File: src/rtl/sram_group_cmd_sched_if.sv
// Request/command bundle between requesters, the scheduler and the west command lanes.
// Latency: none, wires only.
// Backpressure: req_rdy grants toward requesters; command lanes carry no ready.
interface sram_group_cmd_sched_if #(
    parameter int NUM_REQ  = 4,
    parameter int NUM_LANE = 8,
    parameter int NUM_BANK = 16,
    parameter int BANK_W   = 4,
    parameter int LANE_W   = 3,
    parameter int PLD_W    = 64
);
    logic [NUM_REQ-1:0]          req_vld;
    logic [NUM_REQ-1:0]          req_rdy;
    logic [NUM_REQ-1:0]          req_is_wr;
    logic [NUM_REQ*BANK_W-1:0]   req_bank;
    logic [NUM_REQ*LANE_W-1:0]   req_lane;
    logic [NUM_REQ*PLD_W-1:0]    req_pld;
    logic [NUM_LANE-1:0]         rd_cmd_vld;
    logic [NUM_LANE*PLD_W-1:0]   rd_cmd_pld;
    logic [NUM_LANE-1:0]         wr_cmd_vld;
    logic [NUM_LANE*PLD_W-1:0]   wr_cmd_pld;
    logic [NUM_BANK-1:0]         bank_busy;

    // Requester/mesh side.
    modport master (
        output req_vld, req_is_wr, req_bank, req_lane, req_pld,
        input  req_rdy, rd_cmd_vld, rd_cmd_pld, wr_cmd_vld, wr_cmd_pld, bank_busy
    );

    // Scheduler side.
    modport slave (
        input  req_vld, req_is_wr, req_bank, req_lane, req_pld,
        output req_rdy, rd_cmd_vld, rd_cmd_pld, wr_cmd_vld, wr_cmd_pld, bank_busy
    );
endinterface

File: src/rtl/sram_group_cmd_sched.sv
// Round-robin read/write command scheduler with per-bank busy windows for the 4x4 SRAM mesh.
// Latency: grant in cycle t (combinational req_rdy), one-cycle command pulse on its lane in t+1.
// Backpressure: requesters wait on req_rdy (bank busy or lost arbitration); the mesh never stalls.
// Optional: define SRAM_GROUP_SCHED_AGE_EN to let requesters aged >= AGE_MAX pre-empt round-robin.
module sram_group_cmd_sched #(
    parameter int NUM_REQ  = 4,
    parameter int NUM_LANE = 8,
    parameter int NUM_BANK = 16,
    parameter int BANK_W   = 4,
    parameter int LANE_W   = 3,
    parameter int PLD_W    = 64,
    parameter int BUSY_CYC = 2,
    parameter int AGE_MAX  = 15
) (
    input logic                   clk,
    input logic                   rst_n,
    sram_group_cmd_sched_if.slave bus
);
    localparam int REQ_W     = (NUM_REQ > 1) ? $clog2(NUM_REQ) : 1;
    localparam int BANK_SPAN = 1 << BANK_W;

    // Counters are 4 bits wide and the bank index must cover every tracked bank.
    if (BUSY_CYC < 1 || BUSY_CYC > 15 || AGE_MAX < 1 || AGE_MAX > 15 ||
        NUM_BANK > BANK_SPAN || NUM_LANE > (1 << LANE_W)) begin : g_param_check
        $error("sram_group_cmd_sched: parameter out of range");
    end

    typedef struct packed {
        logic              is_wr;
        logic [LANE_W-1:0] lane;
        logic [BANK_W-1:0] bank;
        logic [PLD_W-1:0]  pld;
    } cmd_t;

    logic [REQ_W-1:0]          rr_ptr;
    logic [3:0]                busy_cnt [NUM_BANK];
    logic [BANK_SPAN-1:0]      busy_ext;
    logic [NUM_REQ-1:0]        elig;
    cmd_t                      req_cmd [NUM_REQ];
    logic                      grant_vld;
    logic [REQ_W-1:0]          grant_idx;
    logic [NUM_REQ-1:0]        grant_oh;
    cmd_t                      grant_cmd;
    logic [NUM_LANE-1:0]       rd_vld_q;
    logic [NUM_LANE-1:0]       wr_vld_q;
    logic [NUM_LANE*PLD_W-1:0] rd_pld_q;
    logic [NUM_LANE*PLD_W-1:0] wr_pld_q;

    // Unpack the flattened request buses and decide who may be granted this cycle.
    always_comb begin
        busy_ext = '0;
        for (int b = 0; b < NUM_BANK; b++) begin
            busy_ext[b] = (busy_cnt[b] != 4'd0);
        end
        elig = '0;
        for (int i = 0; i < NUM_REQ; i++) begin
            req_cmd[i].is_wr = bus.req_is_wr[i];
            req_cmd[i].lane  = bus.req_lane[i*LANE_W +: LANE_W];
            req_cmd[i].bank  = bus.req_bank[i*BANK_W +: BANK_W];
            req_cmd[i].pld   = bus.req_pld[i*PLD_W +: PLD_W];
            // Out-of-range targets are never eligible; a busy bank blocks until its window expires.
            elig[i] = bus.req_vld[i]
                   && (int'(req_cmd[i].bank) < NUM_BANK)
                   && (int'(req_cmd[i].lane) < NUM_LANE)
                   && !busy_ext[req_cmd[i].bank];
        end
    end

`ifdef SRAM_GROUP_SCHED_AGE_EN
    logic [3:0]         age_cnt [NUM_REQ];
    logic [NUM_REQ-1:0] aged;

    // A requester is "aged" once it has waited AGE_MAX cycles and is eligible now.
    always_comb begin
        aged = '0;
        for (int i = 0; i < NUM_REQ; i++) begin
            aged[i] = elig[i] && (int'(age_cnt[i]) >= AGE_MAX);
        end
    end

    // Age counts consecutive waiting cycles; any grant or a dropped request restarts it.
    always_ff @(posedge clk or negedge rst_n) begin
        if (!rst_n) begin
            for (int i = 0; i < NUM_REQ; i++) begin
                age_cnt[i] <= '0;
            end
        end else begin
            for (int i = 0; i < NUM_REQ; i++) begin
                if (!bus.req_vld[i] || grant_oh[i]) begin
                    age_cnt[i] <= '0;
                end else if (age_cnt[i] != 4'hF) begin
                    age_cnt[i] <= age_cnt[i] + 4'd1;
                end
            end
        end
    end
`endif

    // Pick the first eligible requester at or after rr_ptr, wrapping; aged requesters win outright.
    always_comb begin
        grant_vld = 1'b0;
        grant_idx = '0;
        for (int k = 0; k < NUM_REQ; k++) begin
            if (!grant_vld && elig[(int'(rr_ptr) + k) % NUM_REQ]) begin
                grant_vld = 1'b1;
                grant_idx = REQ_W'((int'(rr_ptr) + k) % NUM_REQ);
            end
        end
`ifdef SRAM_GROUP_SCHED_AGE_EN
        // Descending scan so the lowest aged index is the one left standing.
        for (int i = NUM_REQ - 1; i >= 0; i--) begin
            if (aged[i]) begin
                grant_vld = 1'b1;
                grant_idx = REQ_W'(i);
            end
        end
`endif
        grant_oh = '0;
        if (grant_vld) begin
            grant_oh[grant_idx] = 1'b1;
        end
        grant_cmd = req_cmd[grant_idx];
    end

    // No grant may be visible while reset is held, even though eligibility is combinational.
    assign bus.req_rdy = rst_n ? grant_oh : '0;

    // The pointer moves just past the winner and holds when nothing is granted.
    always_ff @(posedge clk or negedge rst_n) begin
        if (!rst_n) begin
            rr_ptr <= '0;
        end else if (grant_vld) begin
            rr_ptr <= (int'(grant_idx) == NUM_REQ - 1) ? '0 : grant_idx + 1'b1;
        end
    end

    // Busy window per bank: load on issue, otherwise count down to zero.
    always_ff @(posedge clk or negedge rst_n) begin
        if (!rst_n) begin
            for (int b = 0; b < NUM_BANK; b++) begin
                busy_cnt[b] <= '0;
            end
        end else begin
            for (int b = 0; b < NUM_BANK; b++) begin
                if (grant_vld && int'(grant_cmd.bank) == b) begin
                    busy_cnt[b] <= 4'(BUSY_CYC);
                end else if (busy_cnt[b] != 4'd0) begin
                    busy_cnt[b] <= busy_cnt[b] - 4'd1;
                end
            end
        end
    end

    assign bus.bank_busy = busy_ext[NUM_BANK-1:0];

    // Output stage: single-cycle valid on the granted lane; payloads of idle lanes hold.
    always_ff @(posedge clk or negedge rst_n) begin
        if (!rst_n) begin
            rd_vld_q <= '0;
            wr_vld_q <= '0;
            rd_pld_q <= '0;
            wr_pld_q <= '0;
        end else begin
            for (int l = 0; l < NUM_LANE; l++) begin
                rd_vld_q[l] <= grant_vld && !grant_cmd.is_wr && (int'(grant_cmd.lane) == l);
                wr_vld_q[l] <= grant_vld &&  grant_cmd.is_wr && (int'(grant_cmd.lane) == l);
                if (grant_vld && !grant_cmd.is_wr && (int'(grant_cmd.lane) == l)) begin
                    rd_pld_q[l*PLD_W +: PLD_W] <= grant_cmd.pld;
                end
                if (grant_vld && grant_cmd.is_wr && (int'(grant_cmd.lane) == l)) begin
                    wr_pld_q[l*PLD_W +: PLD_W] <= grant_cmd.pld;
                end
            end
        end
    end

    assign bus.rd_cmd_vld = rd_vld_q;
    assign bus.wr_cmd_vld = wr_vld_q;
    assign bus.rd_cmd_pld = rd_pld_q;
    assign bus.wr_cmd_pld = wr_pld_q;

endmodule

File: src/flat_wrapper.sv
// flat-port wrapper written by rule: the top's interface ports become plain ports
module sram_group_cmd_sched_flat 
#(
    parameter int NUM_REQ  = 4,
    parameter int NUM_LANE = 8,
    parameter int NUM_BANK = 16,
    parameter int BANK_W   = 4,
    parameter int LANE_W   = 3,
    parameter int PLD_W    = 64,
    parameter int BUSY_CYC = 2,
    parameter int AGE_MAX  = 15
)
  (clk, rst_n, bus_req_vld, bus_req_is_wr, bus_req_bank, bus_req_lane, bus_req_pld, bus_req_rdy, bus_rd_cmd_vld, bus_rd_cmd_pld, bus_wr_cmd_vld, bus_wr_cmd_pld, bus_bank_busy);
  sram_group_cmd_sched_if #(.NUM_REQ(NUM_REQ), .NUM_LANE(NUM_LANE), .NUM_BANK(NUM_BANK), .BANK_W(BANK_W), .LANE_W(LANE_W), .PLD_W(PLD_W)) bus_i ();
  input logic clk;
  input logic rst_n;
  input wire logic [$bits(bus_i.req_vld)-1:0] bus_req_vld;
  input wire logic [$bits(bus_i.req_is_wr)-1:0] bus_req_is_wr;
  input wire logic [$bits(bus_i.req_bank)-1:0] bus_req_bank;
  input wire logic [$bits(bus_i.req_lane)-1:0] bus_req_lane;
  input wire logic [$bits(bus_i.req_pld)-1:0] bus_req_pld;
  output wire logic [$bits(bus_i.req_rdy)-1:0] bus_req_rdy;
  output wire logic [$bits(bus_i.rd_cmd_vld)-1:0] bus_rd_cmd_vld;
  output wire logic [$bits(bus_i.rd_cmd_pld)-1:0] bus_rd_cmd_pld;
  output wire logic [$bits(bus_i.wr_cmd_vld)-1:0] bus_wr_cmd_vld;
  output wire logic [$bits(bus_i.wr_cmd_pld)-1:0] bus_wr_cmd_pld;
  output wire logic [$bits(bus_i.bank_busy)-1:0] bus_bank_busy;
  assign bus_i.req_vld = bus_req_vld;
  assign bus_i.req_is_wr = bus_req_is_wr;
  assign bus_i.req_bank = bus_req_bank;
  assign bus_i.req_lane = bus_req_lane;
  assign bus_i.req_pld = bus_req_pld;
  assign bus_req_rdy = bus_i.req_rdy;
  assign bus_rd_cmd_vld = bus_i.rd_cmd_vld;
  assign bus_rd_cmd_pld = bus_i.rd_cmd_pld;
  assign bus_wr_cmd_vld = bus_i.wr_cmd_vld;
  assign bus_wr_cmd_pld = bus_i.wr_cmd_pld;
  assign bus_bank_busy = bus_i.bank_busy;
  sram_group_cmd_sched #(.NUM_REQ(NUM_REQ), .NUM_LANE(NUM_LANE), .NUM_BANK(NUM_BANK), .BANK_W(BANK_W), .LANE_W(LANE_W), .PLD_W(PLD_W), .BUSY_CYC(BUSY_CYC), .AGE_MAX(AGE_MAX)) u_core (.clk(clk), .rst_n(rst_n), .bus(bus_i));
endmodule
File: config.mk
export PLATFORM = sky130hd
export DESIGN_NAME = sram_group_cmd_sched_flat
export DESIGN_NICKNAME = d
export VERILOG_FILES = /design/src/rtl/sram_group_cmd_sched_if.sv /design/src/rtl/sram_group_cmd_sched.sv /design/src/flat_wrapper.sv
export SDC_FILE = /design/constraint.sdc
export NUM_CORES = 1
export LEC_CHECK = 0
export CAP_MARGIN = 20
export CORE_AREA = 2 2 521 523
export DETAILED_ROUTE_END_ITERATION = 8
export DIE_AREA = 0 0 523 525
export PLACE_DENSITY = 0.38
export SETUP_SLACK_MARGIN = 0.5
export SLEW_MARGIN = 20
export SYNTH_ARGS = -nofsm -noshare
export SYNTH_HDL_FRONTEND = slang
export SYNTH_SLANG_ARGS = --single-unit
File: constraint.sdc
create_clock -name clk -period 6.29 [get_ports clk]
set_clock_uncertainty 0.1 [all_clocks]
set_input_delay 0.9435 -clock clk [delete_from_list [all_inputs] [get_ports clk]]
set_output_delay 0.9435 -clock clk [all_outputs]
set_load 0.1 [all_outputs]
== After elaboration in Yosys (flattened, before gate mapping) ==
Cells that the tools add are included.

* Word-level logic and storage cells: 247
* Memories kept: 0
* Latch bits: 0
* Register bits after elaboration: 1,106
* Bits in writable memories: 0
* Bits in read-only memories: 0

* Mux-type cells: 67
* $lt $le $gt $ge: 11
* $add $sub $neg: 20
* Bitwise logic cells: 4
* Shifts and indexed selects: 0
* Multipliers: 0
* Eq/ne operators: 23
* Reduce and logical (&&, ||, !) cells: 87
* Divide/modulo/power cells: 0

{| class="wikitable"
|+ Operators by type and width
! kind !! number
|-
| $bmux 72 s2 || 1
|-
| $mux 72 || 2
|-
| $mux 4 || 34
|-
| $reduce_bool 4->1 || 16
|-
| $sub 4x1->4 const B || 16
|-
| $logic_and 1x1->1 || 42
|-
| $eq 4x4->1 const B || 8
|-
| $reduce_bool 2->1 || 16
|-
| $lt 4x5->1 const B || 4
|-
| $bmux 1 s4 || 4
|-
| $eq 4x3->1 const B || 4
|-
| $mux 1 || 16
|-
| $eq 3x3->1 const B || 4
|-
| $lt 3x4->1 const B || 3
|-
| $mux 2 || 5
|-
| $bmux 1 s2 || 4
|-
| $eq 4x2->1 const B || 2
|-
| $logic_not 1->1 || 8
|-
| $eq 3x2->1 const B || 2
|-
| $lt 2x3->1 const B || 2
|-
| $reduce_or 2->1 || 3
|-
| $add 2x1->2 const B || 2
|-
| $add 2x2->2 const B || 2
|-
| $eq 4x1->1 const B || 1
|-
| other kinds (9) || 11
|}

== Logic depth before layout (Yosys ltp) ==
Gate-level depths: netlist of run 1.

* Word-level depth: 24
* Depth in mapped cells: 17

== Worst setup path before layout of run 1 ==
OpenSTA, ideal clock, no wires.

* Kind: register -> output
* From: register u_core.busy_cnt[24] in the netlist's numbering
* To: output bus_req_rdy[3]
* Data required time: 5.247 ns
* Cell stages (with the launch flop): 15
* Arrival time: 4.033 ns
* Buffers on the path: 2
* Path slack: 1.213 ns
* Path through: dfrtp_1 -> inv_1 -> ha_1 -> nor3b_2 -> inv_1 -> mux4_2 -> o22ai_1 -> o21ai_2 -> nor2_4 -> a311oi_4 -> nor2_2 -> buf_4 -> buf_4 -> ha_1 -> and3_1

* Word-level cells in the longest chain between the ends: 23
* Elaborated cells on any way between the ends: 49
* Classes of those cells: order compare (2); mux (31); reduce/logical (16)

{| class="wikitable"
|+ Ends and longest elaborated chain
! what !! line !! text
|-
| from (decl) || sram_group_cmd_sched.sv:36 || <nowiki>logic [3:0] busy_cnt [NUM_BANK];</nowiki>
|-
| from (signal, indexed assignment) || sram_group_cmd_sched.sv:146 || <nowiki>busy_cnt[b] <= 4'(BUSY_CYC);</nowiki>
|-
| from (signal, indexed assignment) || sram_group_cmd_sched.sv:148 || <nowiki>busy_cnt[b] <= busy_cnt[b] - 4'd1;</nowiki>
|-
| $reduce_bool 4->1 (*) || sram_group_cmd_sched.sv:53 || <nowiki>busy_ext[b] = (busy_cnt[b] != 4'd0);</nowiki>
|-
| net bus_bank_busy[9] || flat_wrapper.sv:27 || <nowiki>output wire logic [$bits(bus_i.bank_busy)-1:0] bus_bank_busy;</nowiki>
|-
| $bmux 1 s4 || sram_group_cmd_sched.sv:65 || <nowiki>&& !busy_ext[req_cmd[i].bank];</nowiki>
|-
| $mux 1 (implied by the code) || sram_group_cmd_sched.sv:65 ||
|-
| $logic_not 1->1 || sram_group_cmd_sched.sv:65 ||
|-
| $logic_and 1x1->1 || sram_group_cmd_sched.sv:65 ||
|-
| $bmux 1 s2 || sram_group_cmd_sched.sv:104 || <nowiki>if (!grant_vld && elig[(int'(rr_ptr) + k) % NUM_REQ]) begin</nowiki>
|-
| $mux 1 (implied by the code) || sram_group_cmd_sched.sv:104 ||
|-
| [8 not listed] || -- ||
|-
| $logic_and 1x1->1 || sram_group_cmd_sched.sv:104 ||
|-
| $mux 2 || sram_group_cmd_sched.sv:104 ||
|-
| $lt 2x3->1 (implied by the code) / $ge 2x1->1 (equally long branches) || sram_group_cmd_sched.sv:120 || <nowiki>grant_oh[grant_idx] = 1'b1;</nowiki>
|-
| $logic_and 1x1->1 (implied by the code) || sram_group_cmd_sched.sv:120 ||
|-
| $mux 1 (implied by the code) || sram_group_cmd_sched.sv:120 ||
|-
| $demux 1 s2 || -- ||
|-
| $mux 4 (*) || sram_group_cmd_sched.sv:119 || <nowiki>if (grant_vld) begin</nowiki>
|-
| $mux 4 (*) || sram_group_cmd_sched.sv:126 || <nowiki>assign bus.req_rdy = rst_n ? grant_oh : '0;</nowiki>
|-
| to (decl) || flat_wrapper.sv:22 || <nowiki>output wire logic [$bits(bus_i.req_rdy)-1:0] bus_req_rdy;</nowiki>
|}

Mark *: on every way through the listed nets, which the timed path passes. The rest lies on a longest branch. The select of a mux whose other input is x is not followed.

== Worst setup path in the final report of run 1 ==
* From: register u_core.busy_cnt[52] in the netlist's numbering
* To: output bus_req_rdy[3]

* Word-level cells in the longest chain between the ends: 23
* Elaborated cells on any way between the ends: 49
* Classes of those cells: order compare (2); mux (31); reduce/logical (16)

{| class="wikitable"
|+ Ends and longest elaborated chain
! what !! line
|-
| $reduce_bool 4->1 (*) || sram_group_cmd_sched.sv:53
|-
| $bmux 1 s4 || sram_group_cmd_sched.sv:65
|-
| $mux 1 (implied by the code) || sram_group_cmd_sched.sv:65
|-
| $logic_not 1->1 || sram_group_cmd_sched.sv:65
|-
| $logic_and 1x1->1 || sram_group_cmd_sched.sv:65
|-
| $bmux 1 s2 || sram_group_cmd_sched.sv:104
|-
| $mux 1 (implied by the code) || sram_group_cmd_sched.sv:104
|-
| $mux 1 || sram_group_cmd_sched.sv:104
|-
| [7 not listed] || --
|-
| $logic_and 1x1->1 || sram_group_cmd_sched.sv:104
|-
| $mux 2 || sram_group_cmd_sched.sv:104
|-
| $lt 2x3->1 (implied by the code) / $ge 2x1->1 (equally long branches) || sram_group_cmd_sched.sv:120
|-
| $logic_and 1x1->1 (implied by the code) || sram_group_cmd_sched.sv:120
|-
| $mux 1 (implied by the code) || sram_group_cmd_sched.sv:120
|-
| $demux 1 s2 || --
|-
| $mux 4 (*) || sram_group_cmd_sched.sv:119
|-
| $mux 4 (*) || sram_group_cmd_sched.sv:126
|}

Every way passes the cells marked *; elsewhere a longest branch is shown, timed or not. The select of a mux whose other input is x is not followed.

==> results of run 1 <==
[worst min path at each step]
stage	to	cells past startpoint	start	slack, ns
4_1_cts	u_core.bus.wr_cmd_pld[288]$_DFFE_PN0P_	1	u_core.bus.wr_cmd_pld[288]$_DFFE_PN0P_	0.39
6_report	u_core.bus.rd_cmd_pld[119]$_DFFE_PN0P_	1	u_core.bus.rd_cmd_pld[119]$_DFFE_PN0P_	0.38
3_5_place_dp	u_core.bus.rd_cmd_pld[92]$_DFFE_PN0P_	1	u_core.bus.rd_cmd_pld[92]$_DFFE_PN0P_	0.37
5_1_grt	u_core.bus.wr_cmd_pld[420]$_DFFE_PN0P_	1	u_core.bus.wr_cmd_pld[420]$_DFFE_PN0P_	0.39
2_1_floorplan	u_core.busy_cnt[25]$_DFFE_PN0P_	2	u_core.busy_cnt[25]$_DFFE_PN0P_	0.37
3_3_place_gp	u_core.bus.wr_cmd_pld[308]$_DFFE_PN0P_	1	u_core.bus.wr_cmd_pld[308]$_DFFE_PN0P_	0.37
[metrics by stage]
| stage | instances | util (%) | setup slack, ns | hold WS (ns) |
|---|---|---|---|---|
| 3_3_place_gp | 7919 | 24.47 | 0.1200 | 0.3671 |
| 6_report | 8195 | 26.29 | 0.8454 | 0.3812 |
| 2_1_floorplan | 3056 | - | 1.213 | 0.3696 |
| 3_5_place_dp | 7919 | 24.47 | 0.08805 | 0.3737 |
| 4_1_cts | 8183 | 26.26 | 0.5287 | 0.3860 |
| 5_1_grt | 8188 | 26.28 | 0.5223 | 0.3913 |
[final cells by class]
type / count / area [um2] / share of cell area (%)
tap: 3570 / 4467 / 6.309
inverter: 68 / 255.2 / 0.3605
clock buffer: 221 / 4279 / 6.044
multi-input combinational: 1665 / 18240 / 25.76
sequential: 1106 / 27680 / 39.09
antenna: 8 / 20.02 / 0.02828
clock inverter: 37 / 449.2 / 0.6345
timing repair buffer: 1520 / 15410 / 21.77
[worst max-delay path, cell delays in order (launching register included)]
cell and delay [ns]:
sky130_fd_sc_hd__dfrtp_1 0.36, sky130_fd_sc_hd__inv_1 0.08, sky130_fd_sc_hd__ha_1 0.22, sky130_fd_sc_hd__nor3b_4 0.19
sky130_fd_sc_hd__mux4_2 0.46, sky130_fd_sc_hd__nor2b_1 0.17, sky130_fd_sc_hd__nor4_4 0.37, sky130_fd_sc_hd__nor2_4 0.12
sky130_fd_sc_hd__a211oi_4 0.38, sky130_fd_sc_hd__and2_4 0.35, sky130_fd_sc_hd__buf_8 0.32, sky130_fd_sc_hd__ha_1 0.20
sky130_fd_sc_hd__and3_1 0.20, sky130_fd_sc_hd__buf_12 0.19
[sequential cells by signal, indices dropped and copies added (netlist names)]
signal and cells:
u_core.bus.rd_cmd_pld 512, u_core.bus.wr_cmd_pld 512, u_core.rr_ptr 2, u_core.bus.rd_cmd_vld 8, u_core.bus.wr_cmd_vld 8, u_core.busy_cnt 64
[cell families (layout without fill, tap and decap cells)]
group,count (synthesis),count (layout),synth area share (%)
adders and majority gates,36,36,0.9578
other,0,8,0
and+or+nand+nor,196,196,2.623
DFF,1106,1106,58.85
AOI/OAI and AO/OA,164,164,2.509
xor gates and xnor gates,31,31,0.5773
muxes,1238,1238,30.79
buffers and inverters,285,1846,3.695
[placed cells by master, fill, tap and decap left out, types with 43 or more instances in the layout]
cell                              synthesis  routed
sky130_fd_sc_hd__mux2_4                 191     191
sky130_fd_sc_hd__mux2_1                 361     361
sky130_fd_sc_hd__mux2_2                 473     473
sky130_fd_sc_hd__clkbuf_16                0     149
sky130_fd_sc_hd__inv_1                   66      66
sky130_fd_sc_hd__clkbuf_1                12      44
sky130_fd_sc_hd__clkdlybuf4s50_1          0    1333
sky130_fd_sc_hd__buf_12                   0      52
sky130_fd_sc_hd__buf_4                   54     128
sky130_fd_sc_hd__mux2i_1                206     144
sky130_fd_sc_hd__dfrtp_1               1106    1106
sky130_fd_sc_hd__mux2i_2                  0      43
[layer usage]
metal	share of wire [%]	up-vias	global-route usage (%)
li1	-	13830	-
met1	40	16490	18.05
met2	49	1170	26.73
met3	9.0	199	5.680
met4	1.9	0	3.345
met5	0	-	0
[Yosys cell counts, types with 32 or more instances]
master,instances
sky130_fd_sc_hd__mux2_1,361
sky130_fd_sc_hd__o21ai_0,36
sky130_fd_sc_hd__buf_6,44
sky130_fd_sc_hd__buf_2,105
sky130_fd_sc_hd__mux2_2,473
sky130_fd_sc_hd__dfrtp_1,1106
sky130_fd_sc_hd__nand2_1,32
sky130_fd_sc_hd__buf_4,54
sky130_fd_sc_hd__mux2i_1,206
sky130_fd_sc_hd__ha_1,36
sky130_fd_sc_hd__inv_1,66
sky130_fd_sc_hd__mux2_4,191
[repair_timing]
action                                  CTS  global route
pin swaps                                 1             1
gates resized for setup                  11             4
setup buffers                             5             4
hold buffers                              1             0
hold endpoints to repair                 25             0
endpoints found under the setup margin    4             4
==> results by group, run 1 <==
Floorplanning
  • Die boundary height: between 500 and 600 um
  • Effective utilization at floorplan: roughly 17%
  • Cell row count: approximately 190
  • Placeable core region: ~0.27 mm2
  • Number of ports placed on the die boundary: about 1400
  • Total Die Area: 0.2746 mm2
  • Die X-Extent: around 520 um

Finish
  • Fraction of layout cells with a size suffix above 1: around 26%
  • Fill cell total of the finished layout: 27760
  • Signed area change from the synthesized netlist to the final layout: 50.54%
  • Net total in the final layout: between 4000 and 5000
  • Final standard cell area without fillers: approximately 0.07 mm2

Clock network
  • CTS clock-pin slew for the worst setup and hold paths: 0.05 ns
  • CTS sink cnt: about 1100
  • Max clock buf depth: 4
  • Max H-tree Level: 4
  • Clock Latency Late Sink: ~0.80 ns
  • Number of buffers inserted during clock tree synthesis: between 100 and 150
  • TritonCTS clock tree: done
  • CTS root buf: sky130_fd_sc_hd__clkbuf_16

Global routing
  • Wire length of the first global-routing pass: roughly 300000 um
  • Number of antenna violations at the first check in global routing: 17
  • Total global-route track usage: 15.44%
  • Vias in the first global route: 34000
  • Sum of overflow across all layers after global routing: 0
  • Largest net degree at the start of global routing: between 150 and 200

STA
  • Tightest Pin Transition: roughly 1.2 ns
  • Highest achievable clock rate: around 180 MHz
  • Hold violation total from the final report: 0
  • Relative slew slack: between 20% and 30%
  • Setup TNS after final layout: 0 ns
  • Pins over their slew limit: 0
  • Post-layout min period: between 5 and 6 ns
  • Final worst-path cycle share: 86.56%
  • Final setup violation count: 0
  • Unrepaired setup endpoints after global routing: no

Logic synthesis
  • Most used flip-flop cell after synthesis: sky130_fd_sc_hd__dfrtp_1
  • Synth Net Count: between 3000 and 4000
  • Sequential fraction of the synthesis area: 58.85%
  • Top cells by area in the synthesized netlist: sky130_fd_sc_hd__dfrtp_1 (59%), sky130_fd_sc_hd__mux2_2 (11%), sky130_fd_sc_hd__mux2_1 (8.6%), sky130_fd_sc_hd__mux2_4 (6.1%), sky130_fd_sc_hd__mux2i_1 (4.4%)
  • Yosys warnings: 0
  • Count of flip-flops with a built-in enable after synthesis: 0
  • Fraction of synthesis flops using an asynchronous set or reset pin: 100.0%
  • Netlist Area Pre-Place: 0.04703 mm2
  • Yosys top cell area share: a little under 60%
  • Library cell occupying the most area in the post-synthesis netlist: sky130_fd_sc_hd__dfrtp_1
  • Post-synthesis cell type count: between 70 and 80
  • Avg Synthesized Cell Area: 15.39 um2
  • Flip-flop and latch count after synthesis: ~1100
  • Post-synthesis cell count: between 3000 and 4000

Status
  • Result of the run: completed

Route
  • Wire length per cell: 26.64 um
  • Number of routed nets with antenna violations: 0
  • Detailed Routing Iterations Pass 1: 5
  • Number of design-rule violations left by the first detailed-router iteration: 1255
  • Drt drc: 0
  • Number of vias after detailed routing: ~32000
  • Total wire length: 218300 um
  • DR vias/cell: ~3.9

Placed design
  • Cell area after placement: ~0.066 mm2
  • Port bufs: roughly 1400
  • Final weighted congestion of routability-driven global placement: roughly 0.80
  • HPWL reported at the end of detailed placement: 155000 um

Setup path
  • Reg2Reg Depth: 16
  • Crit start category: flop
  • Top fanout value on the critical path: 20
  • Critical Path Start: u_core.busy_cnt[52]$_DFFE_PN0P_
  • Data arrival time of the critical path: 4.40 ns
  • Critical R2R Capture: u_core.bus.rd_cmd_pld[3]$_DFFE_PN0P_
  • Worst R2R Setup Slack: roughly 1.1 ns
  • Last element of the critical path: bus_req_rdy[3]
  • Data required time of the critical path: 5.25 ns
  • Launching point of the worst reg2reg path: u_core.busy_cnt[24]$_DFFE_PN0P_
  • Start-to-end type of the worst setup path: reg2out
  • Crit path capture type: output pin

Hold path
  • Path category of the worst min-delay check: reg2reg

Run
  • Number of max-cap violations: 0
Power of run 1 is not shown: default switching activity piles up to over one toggle a cycle in this logic, so the estimate is an artifact.
==> run 2, diff against run 1 <==
- ABC_AREA: not set -> 0
==> results of run 2 <==
Same layout as run 1: the final DEF is identical, and so are final timing and power.
Power of run 2 is left out for the same reason.
